$ cat src/rtl/uart_echo_pkg.sv
// uart_echo_pkg: shared state encodings, parity modes and the parity helper
// used by the UART echo core.
package uart_echo_pkg;

  typedef enum logic [2:0] {
    RX_IDLE   = 3'd0,
    RX_START  = 3'd1,
    RX_DATA   = 3'd2,
    RX_PARITY = 3'd3,
    RX_STOP   = 3'd4
  } rx_state_t;

  typedef enum logic [2:0] {
    TX_IDLE   = 3'd0,
    TX_START  = 3'd1,
    TX_DATA   = 3'd2,
    TX_PARITY = 3'd3,
    TX_STOP   = 3'd4
  } tx_state_t;

  localparam logic PARITY_MODE_EVEN = 1'b0;
  localparam logic PARITY_MODE_ODD  = 1'b1;
  localparam int   MAX_WORD_BITS    = 9;

  // Parity bit for a word zero-extended to MAX_WORD_BITS; zero padding leaves the XOR unchanged.
  function automatic logic word_parity(input logic [MAX_WORD_BITS-1:0] data, input logic mode);
    return (^data) ^ mode;
  endfunction

endpackage

$ cat src/rtl/uart_sync_fifo.sv
// uart_sync_fifo: single-clock FIFO, head word shown combinationally on rdata,
// a read pops it. Writes when full and reads when empty are ignored.
module uart_sync_fifo #(
  parameter int WORD_BITS      = 8,
  parameter int FIFO_ADDR_BITS = 4
) (
  input  logic                    clk_i,
  input  logic                    reset_i,
  input  logic                    write,
  input  logic                    read,
  input  logic [WORD_BITS-1:0]    wdata,
  output logic [WORD_BITS-1:0]    rdata,
  output logic                    full,
  output logic                    empty,
  output logic [FIFO_ADDR_BITS:0] level
);

  localparam int DEPTH = 1 << FIFO_ADDR_BITS;
  localparam logic [FIFO_ADDR_BITS:0] DEPTH_L = (FIFO_ADDR_BITS+1)'(DEPTH);

  logic [WORD_BITS-1:0]      mem_r [DEPTH];
  logic [FIFO_ADDR_BITS-1:0] wr_ptr_r;
  logic [FIFO_ADDR_BITS-1:0] rd_ptr_r;
  logic [FIFO_ADDR_BITS:0]   level_r;
  logic                      wr_en_s;
  logic                      rd_en_s;

  assign full    = (level_r == DEPTH_L);
  assign empty   = (level_r == '0);
  assign wr_en_s = write & ~full;
  assign rd_en_s = read & ~empty;
  assign rdata   = mem_r[rd_ptr_r];
  assign level   = level_r;

  // Storage array, no reset needed since level gates visibility.
  always_ff @(posedge clk_i) begin
    if (wr_en_s) begin
      mem_r[wr_ptr_r] <= wdata;
    end
  end

  // Pointers wrap naturally at the power-of-two depth.
  always_ff @(posedge clk_i or posedge reset_i) begin
    if (reset_i) begin
      wr_ptr_r <= '0;
      rd_ptr_r <= '0;
      level_r  <= '0;
    end else begin
      if (wr_en_s) wr_ptr_r <= wr_ptr_r + 1'b1;
      if (rd_en_s) rd_ptr_r <= rd_ptr_r + 1'b1;
      case ({wr_en_s, rd_en_s})
        2'b10:   level_r <= level_r + 1'b1;
        2'b01:   level_r <= level_r - 1'b1;
        default: level_r <= level_r;
      endcase
    end
  end

endmodule

$ cat src/rtl/uart_echo_core.sv
// uart_echo_core: oversampling UART receiver and transmitter joined by an echo FIFO.
// Define UART_ECHO_PARITY_EN to add a parity bit (type set by PARITY_ODD) in both directions.
module uart_echo_core
  import uart_echo_pkg::*;
#(
  parameter int WORD_BITS      = 8,
  parameter int OVERSAMPLE     = 16,
  parameter int BAUD_DIV       = 651,
  parameter int STOP_BITS      = 1,
  parameter int FIFO_ADDR_BITS = 4,
  parameter int PARITY_ODD     = 0
) (
  input  logic                    clk_i,
  input  logic                    reset_i,
  input  logic                    rx_i,
  output logic                    tx_o,
  input  logic                    echo_en_i,
  input  logic                    tx_en_i,
  input  logic                    clear_err_i,
  output logic [WORD_BITS-1:0]    rx_data_o,
  output logic                    rx_valid_o,
  output logic                    tx_busy_o,
  output logic [FIFO_ADDR_BITS:0] fifo_level_o,
  output logic                    overrun_o,
  output logic                    frame_err_o,
  output logic                    parity_err_o
);

`ifdef UART_ECHO_PARITY_EN
  localparam logic HAS_PARITY = 1'b1;
`else
  localparam logic HAS_PARITY = 1'b0;
`endif

  localparam logic PAR_MODE = (PARITY_ODD != 0) ? PARITY_MODE_ODD : PARITY_MODE_EVEN;
  localparam int   BW       = $clog2(BAUD_DIV);
  localparam int   TCW      = $clog2(2*OVERSAMPLE+1);
  localparam int   BCW      = $clog2(WORD_BITS+1);

  localparam logic [BW-1:0]  BAUD_LAST  = BW'(BAUD_DIV-1);
  localparam logic [TCW-1:0] HALF_LAST  = TCW'(OVERSAMPLE/2-1);
  localparam logic [TCW-1:0] BIT_LAST   = TCW'(OVERSAMPLE-1);
  localparam logic [TCW-1:0] START_LAST = TCW'(OVERSAMPLE);
  localparam logic [TCW-1:0] STOP_LAST  = TCW'(STOP_BITS*OVERSAMPLE-1);
  localparam logic [BCW-1:0] WORD_LAST  = BCW'(WORD_BITS-1);

  logic [BW-1:0]          baud_cnt_r;
  logic                   tick_s;
  logic                   rx_meta_r, rx_sync_r, rx_prev_r;

  rx_state_t              rx_state_r;
  logic [TCW-1:0]         rx_tick_cnt_r;
  logic [BCW-1:0]         rx_bit_cnt_r;
  logic [WORD_BITS-1:0]   rx_shift_r;
  logic                   rx_par_r;
  logic [WORD_BITS-1:0]   rx_data_r;
  logic                   rx_valid_r;
  logic                   frame_err_r, parity_err_r, overrun_r;

  tx_state_t              tx_state_r;
  logic [TCW-1:0]         tx_tick_cnt_r;
  logic [BCW-1:0]         tx_bit_cnt_r;
  logic [WORD_BITS-1:0]   tx_shift_r;
  logic                   tx_par_r;
  logic                   tx_r, tx_busy_r;

  logic                   fifo_wr_s, fifo_rd_s, fifo_full_s, fifo_empty_s;
  logic [WORD_BITS-1:0]   fifo_rdata_s;

  assign tick_s    = (baud_cnt_r == BAUD_LAST);
  assign fifo_wr_s = rx_valid_r & echo_en_i;
  assign fifo_rd_s = (tx_state_r == TX_IDLE) & ~fifo_empty_s & tx_en_i;

  // Free-running baud tick divider.
  always_ff @(posedge clk_i or posedge reset_i) begin
    if (reset_i)                  baud_cnt_r <= '0;
    else if (baud_cnt_r == BAUD_LAST) baud_cnt_r <= '0;
    else                          baud_cnt_r <= baud_cnt_r + 1'b1;
  end

  // Two-flop synchroniser plus a delayed copy for falling-edge detection.
  always_ff @(posedge clk_i or posedge reset_i) begin
    if (reset_i) begin
      rx_meta_r <= 1'b1;
      rx_sync_r <= 1'b1;
      rx_prev_r <= 1'b1;
    end else begin
      rx_meta_r <= rx_i;
      rx_sync_r <= rx_meta_r;
      rx_prev_r <= rx_sync_r;
    end
  end

  // Receiver FSM; clear is written first so a same-cycle error event overrides it.
  always_ff @(posedge clk_i or posedge reset_i) begin
    if (reset_i) begin
      rx_state_r    <= RX_IDLE;
      rx_tick_cnt_r <= '0;
      rx_bit_cnt_r  <= '0;
      rx_shift_r    <= '0;
      rx_par_r      <= 1'b0;
      rx_data_r     <= '0;
      rx_valid_r    <= 1'b0;
      frame_err_r   <= 1'b0;
      parity_err_r  <= 1'b0;
    end else begin
      rx_valid_r <= 1'b0;
      if (clear_err_i) begin
        frame_err_r  <= 1'b0;
        parity_err_r <= 1'b0;
      end
      case (rx_state_r)
        RX_IDLE: begin
          rx_tick_cnt_r <= '0;
          rx_bit_cnt_r  <= '0;
          if (rx_prev_r && !rx_sync_r) rx_state_r <= RX_START;
        end
        RX_START: begin
          if (tick_s) begin
            if (rx_tick_cnt_r == HALF_LAST) begin
              rx_tick_cnt_r <= '0;
              rx_state_r    <= rx_sync_r ? RX_IDLE : RX_DATA;
            end else begin
              rx_tick_cnt_r <= rx_tick_cnt_r + 1'b1;
            end
          end
        end
        RX_DATA: begin
          if (tick_s) begin
            if (rx_tick_cnt_r == BIT_LAST) begin
              rx_tick_cnt_r <= '0;
              rx_shift_r    <= {rx_sync_r, rx_shift_r[WORD_BITS-1:1]};
              rx_bit_cnt_r  <= rx_bit_cnt_r + 1'b1;
              if (rx_bit_cnt_r == WORD_LAST) rx_state_r <= HAS_PARITY ? RX_PARITY : RX_STOP;
            end else begin
              rx_tick_cnt_r <= rx_tick_cnt_r + 1'b1;
            end
          end
        end
        RX_PARITY: begin
          if (tick_s) begin
            if (rx_tick_cnt_r == BIT_LAST) begin
              rx_tick_cnt_r <= '0;
              rx_par_r      <= rx_sync_r;
              rx_state_r    <= RX_STOP;
            end else begin
              rx_tick_cnt_r <= rx_tick_cnt_r + 1'b1;
            end
          end
        end
        RX_STOP: begin
          if (tick_s) begin
            if (rx_tick_cnt_r == BIT_LAST) begin
              rx_tick_cnt_r <= '0;
              rx_state_r    <= RX_IDLE;
              if (!rx_sync_r) begin
                frame_err_r <= 1'b1;
              end else if (HAS_PARITY && (rx_par_r != word_parity(9'(rx_shift_r), PAR_MODE))) begin
                parity_err_r <= 1'b1;
              end else begin
                rx_data_r  <= rx_shift_r;
                rx_valid_r <= 1'b1;
              end
            end else begin
              rx_tick_cnt_r <= rx_tick_cnt_r + 1'b1;
            end
          end
        end
        default: rx_state_r <= RX_IDLE;
      endcase
    end
  end

  // Overrun: fullness is judged before any same-cycle pop, so the word is dropped.
  always_ff @(posedge clk_i or posedge reset_i) begin
    if (reset_i)                      overrun_r <= 1'b0;
    else if (fifo_wr_s && fifo_full_s) overrun_r <= 1'b1;
    else if (clear_err_i)             overrun_r <= 1'b0;
    else                              overrun_r <= overrun_r;
  end

  uart_sync_fifo #(
    .WORD_BITS      (WORD_BITS),
    .FIFO_ADDR_BITS (FIFO_ADDR_BITS)
  ) u_fifo (
    .clk_i   (clk_i),
    .reset_i (reset_i),
    .write   (fifo_wr_s),
    .read    (fifo_rd_s),
    .wdata   (rx_data_r),
    .rdata   (fifo_rdata_s),
    .full    (fifo_full_s),
    .empty   (fifo_empty_s),
    .level   (fifo_level_o)
  );

  // Transmitter FSM; the start bit spans one extra tick so later bits align to the tick grid.
  always_ff @(posedge clk_i or posedge reset_i) begin
    if (reset_i) begin
      tx_state_r    <= TX_IDLE;
      tx_tick_cnt_r <= '0;
      tx_bit_cnt_r  <= '0;
      tx_shift_r    <= '0;
      tx_par_r      <= 1'b0;
      tx_r          <= 1'b1;
      tx_busy_r     <= 1'b0;
    end else begin
      case (tx_state_r)
        TX_IDLE: begin
          tx_tick_cnt_r <= '0;
          tx_bit_cnt_r  <= '0;
          tx_r          <= 1'b1;
          tx_busy_r     <= 1'b0;
          if (fifo_rd_s) begin
            tx_shift_r <= fifo_rdata_s;
            tx_par_r   <= word_parity(9'(fifo_rdata_s), PAR_MODE);
            tx_r       <= 1'b0;
            tx_busy_r  <= 1'b1;
            tx_state_r <= TX_START;
          end
        end
        TX_START: begin
          if (tick_s) begin
            if (tx_tick_cnt_r == START_LAST) begin
              tx_tick_cnt_r <= '0;
              tx_r          <= tx_shift_r[0];
              tx_shift_r    <= {1'b0, tx_shift_r[WORD_BITS-1:1]};
              tx_state_r    <= TX_DATA;
            end else begin
              tx_tick_cnt_r <= tx_tick_cnt_r + 1'b1;
            end
          end
        end
        TX_DATA: begin
          if (tick_s) begin
            if (tx_tick_cnt_r == BIT_LAST) begin
              tx_tick_cnt_r <= '0;
              tx_bit_cnt_r  <= tx_bit_cnt_r + 1'b1;
              if (tx_bit_cnt_r == WORD_LAST) begin
                tx_r       <= HAS_PARITY ? tx_par_r : 1'b1;
                tx_state_r <= HAS_PARITY ? TX_PARITY : TX_STOP;
              end else begin
                tx_r       <= tx_shift_r[0];
                tx_shift_r <= {1'b0, tx_shift_r[WORD_BITS-1:1]};
              end
            end else begin
              tx_tick_cnt_r <= tx_tick_cnt_r + 1'b1;
            end
          end
        end
        TX_PARITY: begin
          if (tick_s) begin
            if (tx_tick_cnt_r == BIT_LAST) begin
              tx_tick_cnt_r <= '0;
              tx_r          <= 1'b1;
              tx_state_r    <= TX_STOP;
            end else begin
              tx_tick_cnt_r <= tx_tick_cnt_r + 1'b1;
            end
          end
        end
        TX_STOP: begin
          if (tick_s) begin
            if (tx_tick_cnt_r == STOP_LAST) begin
              tx_tick_cnt_r <= '0;
              tx_busy_r     <= 1'b0;
              tx_state_r    <= TX_IDLE;
            end else begin
              tx_tick_cnt_r <= tx_tick_cnt_r + 1'b1;
            end
          end
        end
        default: begin
          tx_r       <= 1'b1;
          tx_busy_r  <= 1'b0;
          tx_state_r <= TX_IDLE;
        end
      endcase
    end
  end

  assign tx_o         = tx_r;
  assign tx_busy_o    = tx_busy_r;
  assign rx_data_o    = rx_data_r;
  assign rx_valid_o   = rx_valid_r;
  assign overrun_o    = overrun_r;
  assign frame_err_o  = frame_err_r;
  assign parity_err_o = parity_err_r;

endmodule

$ cat config.mk
export PLATFORM = sky130hd
export DESIGN_NAME = uart_echo_core
export DESIGN_NICKNAME = d
export VERILOG_FILES = /design/src/rtl/uart_echo_pkg.sv /design/src/rtl/uart_sync_fifo.sv /design/src/rtl/uart_echo_core.sv
export SDC_FILE = /design/constraint.sdc
export NUM_CORES = 1
export LEC_CHECK = 0
export BUFFER_PORTS_ARGS = -buffer_cell sky130_fd_sc_hd__buf_4
export CORE_ASPECT_RATIO = 1.4
export CORE_MARGIN = 2
export CORE_UTILIZATION = 65
export DETAILED_ROUTE_END_ITERATION = 7
export PLACE_DENSITY_LB_ADDON = 0.2
export SYNTH_ARGS = -nofsm -noshare
export SYNTH_HDL_FRONTEND = slang
export SYNTH_SLANG_ARGS = --single-unit
$ cat constraint.sdc
create_clock -name clk_i -period 8.24 [get_ports clk_i]
set_input_delay 1.648 -clock clk_i [delete_from_list [all_inputs] [get_ports clk_i]]
set_output_delay 1.648 -clock clk_i [all_outputs]
set_load 0.02 [all_outputs]
==> results of run 1 <==
## per-layer routing
layer | global-route usage (%) | up-vias | share of wire (%)
li1 | - | 2431 | -
met1 | 31.7 | 2764 | 38
met2 | 49.7 | 165 | 56
met3 | 2.64 | 31 | 4.5
met4 | 8.42 | 0 | 2.2
met5 | 0 | - | 0
## cell usage after synthesis, types with 2 or more instances
cell type  instances  area share (%)
mux4_2            31             7.6
buf_1              5            0.20
inv_1             19            0.77
maj3_2             2            0.24
o211ai_1           3            0.24
nor3b_1            2            0.16
nand4_1            4            0.27
ha_1              16             2.2
dfrtp_1           77              21
o22ai_1            7            0.48
a31oi_1            7            0.48
nor2_1            35             1.4
dfstp_2            4             1.1
a21o_1             5            0.41
nor3_1            16            0.87
nand2_1           30             1.2
nor4_1             4            0.27
o21bai_1           3            0.24
a211oi_1           2            0.16
edfxtp_1         128              42
or4_1              2            0.16
o21a_1             2            0.16
o21ai_0           16            0.87
a211o_1            7            0.67
nand3_1           19             1.0
o31ai_1            6            0.49
buf_2             12            0.65
mux2_2            31             3.8
xnor2_1           14             1.3
xor2_1             9            0.86
nand4b_1           2            0.19
clkbuf_1          12            0.49
or2_2              2            0.14
and3_1             6            0.41
mux2i_1           15             1.6
a21oi_1           11            0.60
nand2b_1          11            0.75
nor2b_1            6            0.41
a22o_1             5            0.48
nor4b_1            3            0.29
## worst max-delay path, delay by kind of cell
| kind | cells | cell delay, ps |
|---|---|---|
| compound gates | 3 | 880 |
| xor+xnor | 2 | 340 |
| fa+ha+maj | 2 | 560 |
| buf+inv | 2 | 230 |
| simple gates | 3 | 360 |
## sequential cells by signal, indices dropped and copies added, names as in the netlist, 3 cells and up
signal           flops
u_fifo.mem_r       128
baud_cnt_r          10
rx_data_o            8
rx_shift_r           8
tx_shift_r           8
rx_tick_cnt_r        6
tx_tick_cnt_r        6
u_fifo.level         5
rx_bit_cnt_r         4
tx_bit_cnt_r         4
u_fifo.rd_ptr_r      4
u_fifo.wr_ptr_r      4
rx_state_r           3
tx_state_r           3
## how the worst max path moves through the flow
| stage | startpoint | endpoint | cells past startpoint |
|---|---|---|---|
| 6_report | echo_en_i | u_fifo.level[4]$_DFFE_PP0P_ | 12 |
| 5_1_grt | echo_en_i | u_fifo.level[4]$_DFFE_PP0P_ | 12 |
| 4_1_cts | echo_en_i | u_fifo.level[4]$_DFFE_PP0P_ | 12 |
| 3_5_place_dp | echo_en_i | u_fifo.level[4]$_DFFE_PP0P_ | 12 |
| 3_3_place_gp | echo_en_i | u_fifo.level[4]$_DFFE_PP0P_ | 12 |
| 2_1_floorplan | reset_i | baud_cnt_r[0]$_DFF_PP0_ | 1 |
## cell type report
type,instances,area share (%)
flip-flops and latches,209,57.6
clock buffers,23,5.32
multi-input cells,368,30.7
repair buffers,26,1.91
well taps,185,2.27
clock inverters,13,1.48
inverters,20,0.748
## cells by family after synthesis
family | after synthesis
compound gates | 91
xor+xnor | 23
fa+ha+maj | 19
buf+inv | 50
flops | 209
mux | 77
other cells | 1
simple gates | 157
## stage by stage
step | utilization, % | std cells
4_1_cts | 73.4 | 844
3_5_place_dp | 68.4 | 808
5_1_grt | 73.4 | 844
6_report | 73.4 | 844
3_3_place_gp | 68.4 | 808
2_1_floorplan | - | 627
## where the power goes
part | internal (mW) | total (mW) | switching [mW]
combinational | 0.0501 | 0.112 | 0.0620
clock | 0.570 | 0.947 | 0.377
sequential | 1.11 | 1.13 | 0.0206
==> impl_metrics.env, run 1 <==
export IMPL_status="finished, final reports clean"
export IMPL_antenna_found_initial=0
export IMPL_synth_simple_area_share_pct=9.22
export IMPL_critPathKind="in -> reg"
export IMPL_grt_pass1_vias=5542
export IMPL_syn_num_nets=649
export IMPL_synth_ff_type="edfxtp_1"
export IMPL_power_density_mw_per_mm2=215
export IMPL_endpoint_kind="flip-flop"
export IMPL_min_period_over_period_pct=43.7
export IMPL_place_gp_congestion=0.790
export IMPL_synth_top_family_by_area="multiplexers"
export IMPL_core_area_mm2=0.0139
export IMPL_diodes=0
export IMPL_min_path_type="reg -> reg"
export IMPL_required_ps=8660
export IMPL_whs_path_depth=0
export IMPL_tns_ps=0
export IMPL_pre_cts_slack_ps=4200
export IMPL_placed_cell_area_mm2=0.00951
export IMPL_root_buffer="clkbuf_16"
export IMPL_dpl_hpwl_mm=12.5
export IMPL_min_from="rx_meta_r$_DFF_PP1_"
export IMPL_pin_count=25
export IMPL_synth_compound_area_share_pct=7.05
export IMPL_syn_cell_area_mm2=0.00922
export IMPL_synth_xor_area_share_pct=2.19
export IMPL_reg2regPathDepth=11
export IMPL_synth_edff_count=128
export IMPL_drv_cap=0
export IMPL_worst_setup_path_start_kind="input port"
export IMPL_rsz0062_at_grt="false"
export IMPL_finalHoldViolCount=0
export IMPL_setup_ws_ps=4640
export IMPL_slew_headroom_pct=21.4
export IMPL_layout_commonest_cell="edfxtp_1"
export IMPL_cts_buffers=20
export IMPL_nets=667
export IMPL_port_buffers=23
export IMPL_clock_latency_ps=490
export IMPL_multi_input_area_mm2=0.00313
export IMPL_syn_to_final_growth_pct=10.8
export IMPL_initial_core_util_pct=66.3
export IMPL_rrSetupSlack_ps=5030
export IMPL_rows=51
export IMPL_fin_hold_ws_ps=355
export IMPL_cts_sinks=209
export IMPL_gr_usage_all_layers_pct=26.2
export IMPL_chipWidth_um=105
export IMPL_die_area_mm2=0.0152
export IMPL_grt_pass1_wl_mm=30.3
export IMPL_cpPeakStageDelay_ps=580
export IMPL_fp_dieH_um=145
export IMPL_p_leak_nw=4.26
export IMPL_drv_slew=0
export IMPL_fillers=904
export IMPL_grt_ovfl_total=0
export IMPL_drtIter0Drc=393
export IMPL_ys_warn_count=0
export IMPL_fmax_mhz=278
export IMPL_synth_adder_area_share_pct=2.53
export IMPL_wl_per_cell_um=22.4
export IMPL_final_cell_mix="edfxtp_1 (128), dfrtp_1 (77), nor2_1 (35)"
export IMPL_r2r_end="u_fifo.level[4]$_DFFE_PP0P_"
export IMPL_wl_mm=18.9
export IMPL_tightest_slew_ps=1170
export IMPL_ys_seq_area_share_pct=63.8
export IMPL_drtPass1Iterations=5
export IMPL_worstReg2RegStart="tx_state_r[1]$_DFFE_PP0P_"
export IMPL_ir_drop_v=0.000235
export IMPL_cts_resized=0
export IMPL_via_count=5391
export IMPL_worst_clock_skew_ps=16.8
export IMPL_async_flop_share_pct=38.8
export IMPL_path_max_fanout=9
export IMPL_synth_area_mux_share_pct=13.0
export IMPL_path_cells="buf_4 > nand2_1 > a21oi_1 > inv_1 > ha_1 > xor2_1 > ha_1 > nor2b_1 > o21ai_0 > a31oi_1 > nor2_1 > xor2_1"
export IMPL_cts_hold_fix_buffers=0
export IMPL_regArea_mm2=0.00588
export IMPL_synthDistinctLibCells=76
export IMPL_syn_avg_cell_area_um2=14.7
export IMPL_synth_cells=627
export IMPL_clk_pin_slew_ps=70
export IMPL_final_cell_area_mm2=0.0102
export IMPL_clock_path_buffers=3
export IMPL_drive_above_1_share_pct=21.4
export IMPL_arrival_ps=4020
export IMPL_cts_tree="done"
export IMPL_post_cts_setup_buffers=0
export IMPL_final_antenna_net_count=0
export IMPL_worstHoldEndpoint="rx_sync_r$_DFF_PP1_"
export IMPL_ys_seq_elements=209
export IMPL_total_power_mw=2.19
export IMPL_slowest_stage="a21oi_1"
export IMPL_grt_max_degree=82
export IMPL_vias_per_cell=6.39
export IMPL_drc=0
export IMPL_htree_levels=1
export IMPL_finalCriticalPeriod_ps=3600
export IMPL_setup_viol=0
No activity file was read; power rests on OpenSTA's default activity.
==> inputs of run 2 (changes only) <==
- CORE_UTILIZATION: 65 -> 56
- clock period: 8.24 -> 2.9 ns (I/O delays scaled with it)
==> impl_metrics.env, run 2 (synthesis results as in run 1) <==
export IMPL_drive_above_1_share_pct=23.9
export IMPL_finalHoldViolCount=0
export IMPL_reg2regPathDepth=11
export IMPL_fillers=1161
export IMPL_setup_ws_ps=164
export IMPL_wl_mm=18.8
export IMPL_critPathLaunch="u_fifo.level[0]$_DFFE_PP0P_"
export IMPL_clock_path_buffers=3
export IMPL_gr_usage_all_layers_pct=22.0
export IMPL_arrival_ps=3100
export IMPL_via_count=5377
export IMPL_crit_end="u_fifo.level[4]$_DFFE_PP0P_"
export IMPL_die_area_mm2=0.0175
export IMPL_setup_viol=0
export IMPL_syn_to_final_growth_pct=12.7
export IMPL_vias_per_cell=6.08
export IMPL_path_cells="or4_4 > o21ai_4 > nor3_2 > ha_2 > xor2_1 > ha_1 > o211ai_1 > a21oi_1 > a31oi_1 > nor2_1 > xor2_1"
export IMPL_post_cts_setup_buffers=0
export IMPL_drc=0
export IMPL_nets=693
export IMPL_chipWidth_um=112
export IMPL_worstReg2RegStart="u_fifo.level[0]$_DFFE_PP0P_"
export IMPL_rrSetupSlack_ps=160
export IMPL_largest_reg_flops=128
export IMPL_final_core_util_pct=64.2
export IMPL_rows=55
export IMPL_cts_buffers=20
export IMPL_worst_clock_skew_ps=7.21
export IMPL_critical_path_cell_count=11
export IMPL_root_buffer="clkbuf_16"
export IMPL_min_path_type="in -> async"
export IMPL_cts_sinks=209
export IMPL_grt_pass1_wl_mm=29.9
export IMPL_required_ps=3260
export IMPL_drtIter0Drc=289
export IMPL_core_area_mm2=0.0162
export IMPL_final_cell_mix="edfxtp_1 (128), dfrtp_1 (77), buf_4 (49)"
export IMPL_grt_ovfl_total=0
export IMPL_tightest_slew_ps=869
export IMPL_instances_no_fill=884
export IMPL_pre_cts_slack_ps=48.6
export IMPL_path_max_fanout=8
export IMPL_clk_pin_slew_ps=60
export IMPL_regMostFlops="u_fifo.mem_r"
export IMPL_endpoint_kind="flip-flop"
export IMPL_place_gp_congestion=0.892
export IMPL_rsz0062_at_grt="false"
export IMPL_fp_dieH_um=156
export IMPL_final_antenna_net_count=0
export IMPL_drv_cap=0
export IMPL_power_density_mw_per_mm2=574
export IMPL_worst_setup_path_start_kind="flip-flop"
export IMPL_critPathKind="reg -> reg"
export IMPL_cts_tree="done"
export IMPL_tns_ps=0
export IMPL_wl_per_cell_um=21.3
export IMPL_ir_drop_v=0.000403
export IMPL_initial_core_util_pct=57.0
export IMPL_crit_top_cell="xor2_1"
export IMPL_slew_headroom_pct=42.0
export IMPL_r2r_end="u_fifo.level[4]$_DFFE_PP0P_"
export IMPL_reg_top3="u_fifo.mem_r x128, baud_cnt_r x10"
export IMPL_finalCriticalPeriod_ps=2740
export IMPL_clock_latency_ps=490
export IMPL_grt_pass1_vias=5475
export IMPL_htree_levels=1
export IMPL_dpl_hpwl_mm=12.3
export IMPL_drv_slew=0
export IMPL_cpPeakStageDelay_ps=570
export IMPL_slowest_stage="or4_4"
export IMPL_min_period_over_period_pct=94.3
export IMPL_pin_count=25
export IMPL_dp_cells=848
export IMPL_grt_max_degree=67
export IMPL_p_leak_nw=4.38
export IMPL_layout_commonest_cell="edfxtp_1"
export IMPL_fmax_mhz=365
export IMPL_path_delay_family="simple AND/OR/NAND/NOR gates"
export IMPL_path_buf_inv=0
export IMPL_antenna_found_initial=0
export IMPL_drtPass1Iterations=4
export IMPL_port_buffers=23
export IMPL_fin_hold_ws_ps=38.7
export IMPL_status="finished, final reports clean"
export IMPL_diodes=0
## run 2: cell types whose count changed in the layout (fill, tap and decap cells not counted)
cell        previous run  this run
clkinvlp_4             3         2
ha_1                  16        15
clkinv_1               3         4
clkbuf_1               1         4
buf_4                 26        49
inv_6                  1         0
buf_12                 0         3
bufinv_16              3         0
ha_2                   0         1
clkbuf_8               1         2
## run 2: how the worst min path moves through the flow
stage,endpoint,cells after the start,slack [ps]
floorplan,rx_sync_r$_DFF_PP1_,0,350
global placement,rx_sync_r$_DFF_PP1_,0,350
detailed placement,rx_sync_r$_DFF_PP1_,0,350
CTS,tx_busy_o$_DFFE_PP0P_,2,30
global route,baud_cnt_r[4]$_DFF_PP0_,2,50
finish,tx_busy_o$_DFFE_PP0P_,2,40
## run 2: metrics by stage
step | cell area (µm²) | power [mW]
after floorplan | 9220 | 3.54
after global placement | 9760 | 3.59
after detailed placement | 9760 | 3.60
after CTS | 10400 | 6.02
after global routing | 10400 | 6.17
final | 10400 | 5.96
## run 2: worst reg2reg max path: cells and delay by family (launching register included)
| family | cells | cell delay [ps] |
|---|---|---|
| fa+ha+maj | 2 | 470 |
| compound gates | 4 | 650 |
| xor+xnor | 2 | 300 |
| simple gates | 3 | 730 |
| flops | 1 | 450 |
## run 2: repair_timing
item                                   CTS  global route
hold buffers                             0             0
endpoints found under the hold margin    0             0
resized for setup                        0             1
setup endpoints to repair                0             1
## run 2: cell type report
type / count / area [µm²] / share of cell area (%)
multi-input cells: 368 / 3140 / 30.2
well taps: 199 / 249 / 2.40
clock inverters: 9 / 48.8 / 0.470
inverters: 20 / 76.3 / 0.735
clock buffers: 27 / 568 / 5.47
flip-flops and latches: 209 / 5880 / 56.6
repair buffers: 52 / 428 / 4.12
## run 2: layer usage
layer  global-route usage, %  vias to the layer above  share of wire [%]
li1                        -                     2485                  -
met1                    26.7                     2749                 38
met2                    41.2                      114                 55
met3                    2.80                       29                4.3
met4                    6.45                        0                1.9
met5                       0                        -                  0
## run 2: power by group
part	total [mW]	internal, mW	switching [mW]	leakage, nW
Combinational	0.314	0.144	0.170	1.51
Clock	2.43	1.38	1.05	0.296
Sequential	3.22	3.17	0.0578	2.58
Total	5.96	4.69	1.28	4.38
